**src/rtl/strobe_sched_pkg.sv**
```systemverilog
// Shared types and the round-robin helper for the strobe slot scheduler.
package strobe_sched_pkg;

    // Upper bound on requesters the round-robin helper can search.
    localparam int RR_MAX_REQ = 32;
    localparam int RR_IDX_W   = 5;

    typedef enum logic [1:0] {
        IDLE  = 2'd0,
        WAIT  = 2'd1,
        GRANT = 2'd2
    } sched_state_e;

    // First requester with req set, searching upward from last_id+1 modulo n_req.
    // Returns 0 when nothing is requesting; callers only use it with req != 0.
    function automatic int rr_pick(input logic [RR_MAX_REQ-1:0] req,
                                   input int                    last_id,
                                   input int                    n_req);
        int                  win;
        logic                found;
        logic [RR_IDX_W-1:0] idx;
        win   = 0;
        found = 1'b0;
        idx   = '0;
        for (int i = 1; i <= RR_MAX_REQ; i++) begin
            if (!found && (i <= n_req)) begin
                idx = RR_IDX_W'((last_id + i) % n_req);
                if (req[idx]) begin
                    win   = int'(idx);
                    found = 1'b1;
                end else begin
                    found = 1'b0;
                end
            end else begin
                found = found;
            end
        end
        return win;
    endfunction

endpackage

```
**src/rtl/strobe_slot_scheduler_tick.sv**
```systemverilog
// Period counter: one registered strobe cycle every STROBE_PERIOD enabled cycles.
module strobe_tick
    import strobe_sched_pkg::*;
#(
    parameter int STROBE_PERIOD = 3
) (
    input  logic clk,
    input  logic rst_l,
    input  logic en,
    output logic strobe
);

    localparam int             CNT_W    = (STROBE_PERIOD > 1) ? $clog2(STROBE_PERIOD) : 1;
    localparam logic [CNT_W-1:0] CNT_LAST = CNT_W'(STROBE_PERIOD - 1);

    logic [CNT_W-1:0] cnt_q;
    logic [CNT_W-1:0] cnt_d;
    logic             strobe_q;
    logic             strobe_d;

    // Next count and strobe: en low clears, wrap raises the strobe for one cycle.
    always_comb begin
        cnt_d    = cnt_q;
        strobe_d = 1'b0;
        if (!en) begin
            cnt_d    = '0;
            strobe_d = 1'b0;
        end else if (cnt_q == CNT_LAST) begin
            cnt_d    = '0;
            strobe_d = 1'b1;
        end else begin
            cnt_d    = cnt_q + CNT_W'(1);
            strobe_d = 1'b0;
        end
    end

    // Counter and strobe registers.
    always_ff @(posedge clk or negedge rst_l) begin
        if (!rst_l) begin
            cnt_q    <= '0;
            strobe_q <= 1'b0;
        end else begin
            cnt_q    <= cnt_d;
            strobe_q <= strobe_d;
        end
    end

    assign strobe = strobe_q;

endmodule

```
**src/rtl/strobe_slot_scheduler.sv**
```systemverilog
// Round-robin slot scheduler sharing a periodic strobe between N_REQ requesters.
module strobe_slot_scheduler
    import strobe_sched_pkg::*;
#(
    parameter  int STROBE_PERIOD = 3,
    parameter  int N_REQ         = 4,
    parameter  int MAX_HOLD      = 8,
    localparam int ID_W          = ($clog2(N_REQ) > 1) ? $clog2(N_REQ) : 1,
    localparam int HOLD_W        = $clog2(MAX_HOLD + 1)
) (
    input  logic             clk,
    input  logic             rst_l,
    input  logic             en,
    input  logic [N_REQ-1:0] req,
    input  logic [N_REQ-1:0] done,
    output logic             strobe_out,
    output logic [N_REQ-1:0] grant,
    output logic [ID_W-1:0]  grant_id,
    output logic             busy,
    output logic             timeout
);

    localparam logic [N_REQ-1:0]  GRANT_ONE = {{(N_REQ-1){1'b0}}, 1'b1};
    localparam logic [HOLD_W-1:0] HOLD_LAST = HOLD_W'(MAX_HOLD - 1);
    localparam logic [ID_W-1:0]   ID_LAST   = ID_W'(N_REQ - 1);

    sched_state_e      state_q,    state_d;
    logic [N_REQ-1:0]  grant_q,    grant_d;
    logic [ID_W-1:0]   grant_id_q, grant_id_d;
    logic [ID_W-1:0]   last_id_q,  last_id_d;
    logic [HOLD_W-1:0] hold_q,     hold_d;
    logic              busy_q,     busy_d;
    logic              timeout_q,  timeout_d;
    logic [ID_W-1:0]   pick_id_s;
    logic              done_hit_s;
    logic              tick_s;

    strobe_tick #(
        .STROBE_PERIOD (STROBE_PERIOD)
    ) u_tick (
        .clk    (clk),
        .rst_l  (rst_l),
        .en     (en),
        .strobe (tick_s)
    );

    // Arbitration and grant lifetime: pick on an unused tick, hold until done or timeout.
    always_comb begin
        state_d    = state_q;
        grant_d    = grant_q;
        grant_id_d = grant_id_q;
        last_id_d  = last_id_q;
        hold_d     = hold_q;
        timeout_d  = 1'b0;
        pick_id_s  = ID_W'(rr_pick(RR_MAX_REQ'(req), int'(last_id_q), N_REQ));
        done_hit_s = done[grant_id_q];
        case (state_q)
            IDLE: begin
                if (en) begin
                    state_d = WAIT;
                end else begin
                    state_d = IDLE;
                end
            end
            WAIT: begin
                if (!en) begin
                    state_d = IDLE;
                end else if (tick_s && (req != '0)) begin
                    grant_d    = GRANT_ONE << pick_id_s;
                    grant_id_d = pick_id_s;
                    last_id_d  = pick_id_s;
                    hold_d     = '0;
                    state_d    = GRANT;
                end else begin
                    state_d = WAIT;
                end
            end
            GRANT: begin
                hold_d = hold_q + HOLD_W'(1);
                // done takes priority over a timeout landing on the same cycle
                if (done_hit_s) begin
                    grant_d = '0;
                    hold_d  = '0;
                    state_d = en ? WAIT : IDLE;
                end else if (hold_q == HOLD_LAST) begin
                    grant_d   = '0;
                    hold_d    = '0;
                    timeout_d = 1'b1;
                    state_d   = en ? WAIT : IDLE;
                end else begin
                    state_d = GRANT;
                end
            end
            default: begin
                state_d = IDLE;
                grant_d = '0;
                hold_d  = '0;
            end
        endcase
        busy_d = (grant_d != '0);
    end

    // State and registered outputs.
    always_ff @(posedge clk or negedge rst_l) begin
        if (!rst_l) begin
            state_q    <= IDLE;
            grant_q    <= '0;
            grant_id_q <= '0;
            last_id_q  <= ID_LAST;
            hold_q     <= '0;
            busy_q     <= 1'b0;
            timeout_q  <= 1'b0;
        end else begin
            state_q    <= state_d;
            grant_q    <= grant_d;
            grant_id_q <= grant_id_d;
            last_id_q  <= last_id_d;
            hold_q     <= hold_d;
            busy_q     <= busy_d;
            timeout_q  <= timeout_d;
        end
    end

    assign strobe_out = tick_s;
    assign grant      = grant_q;
    assign grant_id   = grant_id_q;
    assign busy       = busy_q;
    assign timeout    = timeout_q;

endmodule
```
**config.mk**
```make
export PLATFORM = sky130hd
export DESIGN_NAME = strobe_slot_scheduler
export DESIGN_NICKNAME = d
export VERILOG_FILES = /design/src/rtl/strobe_sched_pkg.sv /design/src/rtl/strobe_slot_scheduler_tick.sv /design/src/rtl/strobe_slot_scheduler.sv
export SDC_FILE = /design/constraint.sdc
export NUM_CORES = 1
export LEC_CHECK = 0
export CAP_MARGIN = 20
export CORE_UTILIZATION = 40
export DETAILED_ROUTE_END_ITERATION = 6
export DONT_BUFFER_PORTS = 1
export GPL_TIMING_DRIVEN = 0
export PLACE_DENSITY_LB_ADDON = 0.08
export SETUP_SLACK_MARGIN = 0.2
export SYNTH_ARGS = -nofsm -noshare
export SYNTH_HDL_FRONTEND = slang
export SYNTH_SLANG_ARGS = --single-unit
```
**constraint.sdc**
```tcl
create_clock -name clk -period 1.45 [get_ports clk]
set_input_delay 0.145 -clock clk [delete_from_list [all_inputs] [get_ports clk]]
set_output_delay 0.145 -clock clk [all_outputs]
set_load 0.02 [all_outputs]
```
======== Word level (Yosys, flattened, before mapping) ========
Cells that the tools add are included.
storage, ports and cells
  latch bits .............................. 0
  word-level logic and storage cells ...... 87
  input bits .............................. 11
  memory bits (writable) .................. 0
  bits in read-only memories .............. 0
  bits in registers ....................... 19
  memories kept ........................... 0
cells by class
  multiplexer cells ....................... 45
  bitwise logic cells ..................... 5
  shift-type cells ........................ 1
  add/subtract/negate cells ............... 6
  multipliers ............................. 0
  divide/modulo/power cells ............... 0
  reductions and logical operators ........ 10
  equality and inequality tests ........... 6
  $lt $le $gt $ge ......................... 5
operator list
  operator               number
  $mux W4                8
  $mux W2                13
  $lt A5 B6 Y1 const B   4
  $pmux W4 S3            2
  $mux W1                16
  $bmux W1 S3            4
  $reduce_bool A4 Y1     2
  $reduce_or A2 Y1       4
  $add A2 B1 Y2 const B  3
  $pmux W2 S3            1
  $reduce_and A3 Y1      2
  $add A2 B2 Y2 const B  2
  $add A4 B1 Y4 const B  1
  $and A1 B1 Y1 const A  4
  $eq A2 B2 Y1 const B   2
  $eq A4 B3 Y1 const B   1
  $ne A2 B2 Y1 const B   2
  $shl A1 B2 Y4 const A  1
  $lt A2 B3 Y1 const B   1
  $bmux W1 S2            1
  $eq A2 B1 Y1 const B   1
  $logic_not A2 Y1       1
  $logic_and A1 B1 Y1    1
  $not A1 Y1             1

======== Depth between registers and ports, before layout ========
  word-level depth ........................ 17
  gate-level depth with buffers ........... 5

======== Modules after synthesis ========
From an unflattened synthesis, not the netlist that was laid out.
unflattened totals
  cell total of the unflattened synthesis .. 81
  area, all modules ....................... 922.1 um^2
by module, submodules not included
  module                 cells each  times used  area each (um^2)
  strobe_slot_scheduler  75          1           817.0
  strobe_tick            6           1           105.1

======== Least setup slack after synthesis ========
Ideal clock, no wire load.
  kind .................................... register -> register
  start ................................... register grant_id_q[0] (netlist: grant_id[0])
  end ..................................... register hold_q[2]
  slack ................................... -0.280 ns
  library setup time ...................... 0.064 ns
  period minus slack after synthesis ...... 1.730 ns
  data required time ...................... 1.386 ns
  cell stages (with the launch flop) ...... 5
  arrival ................................. 1.666 ns
  path through ............................ dfrtp_1 mux4_2 or3b_4 nor3b_2 a21o_1
between the ends
  word-level cells in the longest chain between the ends .. 4
ends and longest elaborated chain
  item                           RTL line                      source
  start: declaration             strobe_slot_scheduler.sv:29   logic [ID_W-1:0] grant_id_q, grant_id_d;
  start signal: assignment       strobe_slot_scheduler.sv:116  grant_id_q <= grant_id_d;
  $bmux W1 S2                    strobe_slot_scheduler.sv:56   done_hit_s = done[grant_id_q];
  $mux W1 (implied by the code)  strobe_slot_scheduler.sv:56
  $mux W4                        strobe_slot_scheduler.sv:81   if (done_hit_s) begin
  $pmux W4 S3                    strobe_slot_scheduler.sv:57   case (state_q)
  end signal: assignment         strobe_slot_scheduler.sv:118  hold_q <= hold_d;
  end: declaration               strobe_slot_scheduler.sv:31   logic [HOLD_W-1:0] hold_q, hold_d;
No other way between the ends. The select of a mux whose other input is x is not followed.
A chain may end at the register's enable or synchronous reset.

======== Final worst setup path ========
Same ends and word-level chain as after synthesis.

==> metrics <==
most used flip-flop cell after synthesis sky130_fd_sc_hd__dfrtp_1; overall fraction of global-route tracks in use 0.169; Worst EP required 1.69 ns; overall power 1.43 mW; count of pins over their slew limit 0; total leakage power 0.562 nW; parity-gate share of the synthesized area counting xor and xnor cells 0.00906; net count reported at finish 119; sum of net half-perimeters after detailed placement 1290 µm; max_slew headroom 0.421; areal power density over the cells 1140 nW/µm²; sequential area share after synthesis 0.494; CP max stage delay 0.55 ns; clock sink count 19; vias in the first global route 748; total negative slack -1.44 ns; final setup margin -0.289 ns; violations in the final reports setup timing; synth cell count leaders sky130_fd_sc_hd__dfrtp_1, sky130_fd_sc_hd__nand2_1, sky130_fd_sc_hd__o21ai_0; diodes inserted 0; die area 2620 µm²; largest family of logic cells by synthesized area simple AND/OR/NAND/NOR gates; DRT Pass-1 Iters 4; post-detailed-route DRC marker count 0; via density per instance 5.58; site row count 17; overall die width 51.2 µm; maximum frequency from static timing analysis 575 MHz; total length of routed wires 1880 µm; CTS buffer count 3; count of final hold-check violations 0; mux share of post-synthesis cell area 0.0789; Max FO, Critical Path 5; proportion of netlist area held by the largest area contributor 0.440; Mean Syn Cell Area 11.1 µm²; maximum number of pins on one net before global-route repair 20; I/O pin cnt 20; area added between synthesis and finish 28.8%; most repeated cell in the gate-level netlist after synthesis sky130_fd_sc_hd__dfrtp_1; Compound-Gate Fraction of Synth Area 0.155; max-capacitance violation count 0; final setup fails 10; flops & latches, synth 19; clock network latency to the later pin of the worst-skew pair 0.30 ns; cell types occupying the most area after synthesis sky130_fd_sc_hd__dfrtp_1, sky130_fd_sc_hd__dfstp_2, sky130_fd_sc_hd__mux2_2; biggest area consumer among synthesized cells sky130_fd_sc_hd__dfrtp_1; fraction of final layout cells with drive strength greater than 1 0.443; Post-synth EDFFs 0; Core Area 2250 µm²; setup repair after global routing missed its margin true; wire length of the first global-routing pass 3260 µm; status complete, but fails checks; drt first-iter violations 1; wire per inst 14.0 µm; shortest period the worst path allows 1.74 ns; data arrival time of the critical path 1.98 ns; initial antenna violation count 0; # H-tree levels 1; post-synthesis cell count 87; classification of the worst-slack hold path in -> reg; Unique masters post-synth 39; adder-cell share of the synthesized area 0.0129; number of vias in the routed layout 748; minimum hold slack 0.168 ns; Tcrit/Tclk final 1.20; clock tree from TritonCTS done; Yosys warning count 0; share of synthesized cell area in and, or, nand and nor gates 0.229; uppermost routed layer met4; initial standard-cell utilization of the core 0.429; buffers from clock root to sink, at most 2; share of synthesized registers carrying an async set or reset 1.00; root buf cell sky130_fd_sc_hd__clkbuf_4; total nets after synthesis 99; Critical Path Slowest Stage Cell sky130_fd_sc_hd__mux4_2; count of buffers from port buffering 0; ordered list of cells on the worst path mux4_2 -> or3b_4 -> o21bai_1 -> a21o_1; detailed-route wire length on metal 1 920 µm; GPL Wtd Cong 0.719; summed instance area of the synthesized netlist 967 µm²; CTS clock-pin slew for the worst setup and hold paths 0.11 ns; total met3 wirelength after detailed routing 101 µm; type of element launching the critical path register; GRT Residual Overflow 0; Vert. Die Dim 51.2 µm; worst IR drop on VDD 0.000681 V; worst clock skew 0.00666 ns; antenna viol nets, final 0; actual slew at the worst max-slew pin 0.866 ns; critical path type reg -> reg; critical path endpoint category register; met2 layer wire length in the routed design 844 µm
-- cells in the final DEF (no fill, tap or decap), types with 3 or more instances in the layout --
cell type                       Yosys  layout
sky130_fd_sc_hd__buf_4              0      12
sky130_fd_sc_hd__nand2_1            8       7
sky130_fd_sc_hd__clkbuf_4           0       3
sky130_fd_sc_hd__dfrtp_2            0       3
sky130_fd_sc_hd__o21ai_1            0       4
sky130_fd_sc_hd__inv_1              3       3
sky130_fd_sc_hd__dlygate4sd3_1      0       3
sky130_fd_sc_hd__dfrtp_1           17      14
-- metrics by stage --
stage | area [µm²] | worst slack [ns] | util | std cells
floorplan | 1010 | -0.200 | - | 87
global placement | 1050 | -0.261 | 0.464 | 115
detailed placement | 1050 | -0.259 | 0.464 | 115
CTS | 1200 | -0.293 | 0.532 | 130
global route | 1250 | -0.386 | 0.553 | 134
finish | 1250 | -0.289 | 0.553 | 134
-- cell type report --
type | count | area, µm²
Clock inverter | 1 | 5.00
Multi-Input combinational cell | 63 | 554
Tap cell | 28 | 35.0
Inverter | 3 | 11.3
Clock buffer | 3 | 22.5
Timing Repair Buffer | 15 | 124
Sequential cell | 19 | 482
Fill cell | 213 | 1010
Buffer | 2 | 12.5
-- cells by family (layout without fill, tap and decap cells) --
family | after synthesis | after routing
AO/OA/AOI/OAI | 21 | 21
XOR/XNOR | 1 | 1
adder cells (fa/ha/maj) | 1 | 1
buffers and inverters | 5 | 24
flip-flops | 19 | 19
multiplexers | 6 | 6
AND/OR/NAND/NOR | 34 | 34
-- report_power, final --
part | internal [mW] | total, mW | switching, mW
logic | 0.236 | 0.389 | 0.154
registers | 0.623 | 0.768 | 0.145
clock network | 0.103 | 0.269 | 0.166
-- worst max-delay path: cells and delay by family, from the launching register on --
| kind | cells | cell delay (ns) |
|---|---|---|
| and+or+nand+nor | 1 | 0.40 |
| DFF | 1 | 0.48 |
| muxes | 1 | 0.55 |
| AOI/OAI and AO/OA | 2 | 0.25 |
-- sequential cells by signal, summed over array words and instances (netlist names) --
| signal | flops |
|---|---|
| u_tick.strobe | 1 |
| hold_q | 4 |
| grant_id | 2 |
| grant | 4 |
| u_tick.cnt_q | 2 |
| timeout | 1 |
| busy | 1 |
| state_q | 2 |
| last_id_q | 2 |
-- final timing paths --
path	startpoint	end	slack [ns]	cells past startpoint
min in group asynchronous	rst_l	busy	0.39	1
min reg2reg	u_tick.cnt_q[0]	u_tick.strobe	0.46	1
min	done[2]	busy	0.17	4
max	grant_id[0]	hold_q[2]	-0.29	4
max in group asynchronous	rst_l	u_tick.strobe	0.47	1
max reg2reg	grant_id[0]	hold_q[2]	-0.29	4
-- what timing repair did --
item | 4_1_cts | 5_1_grt
hold endpoints to repair | 22 | 1
buffers inserted | 9 | 3
pin swaps | 5 | 1
hold buffers | 2 | 1
setup endpoints to repair | 16 | 16
resized for setup | 13 | 4
-- routing by layer --
metal / up-vias / GRT usage
li1: 364 / -
met1: 363 / 0.227
met2: 19 / 0.257
met3: 2 / 0.0506
met4: 0 / 0.0556
met5: - / 0
Power figures use the tool's default switching activity.
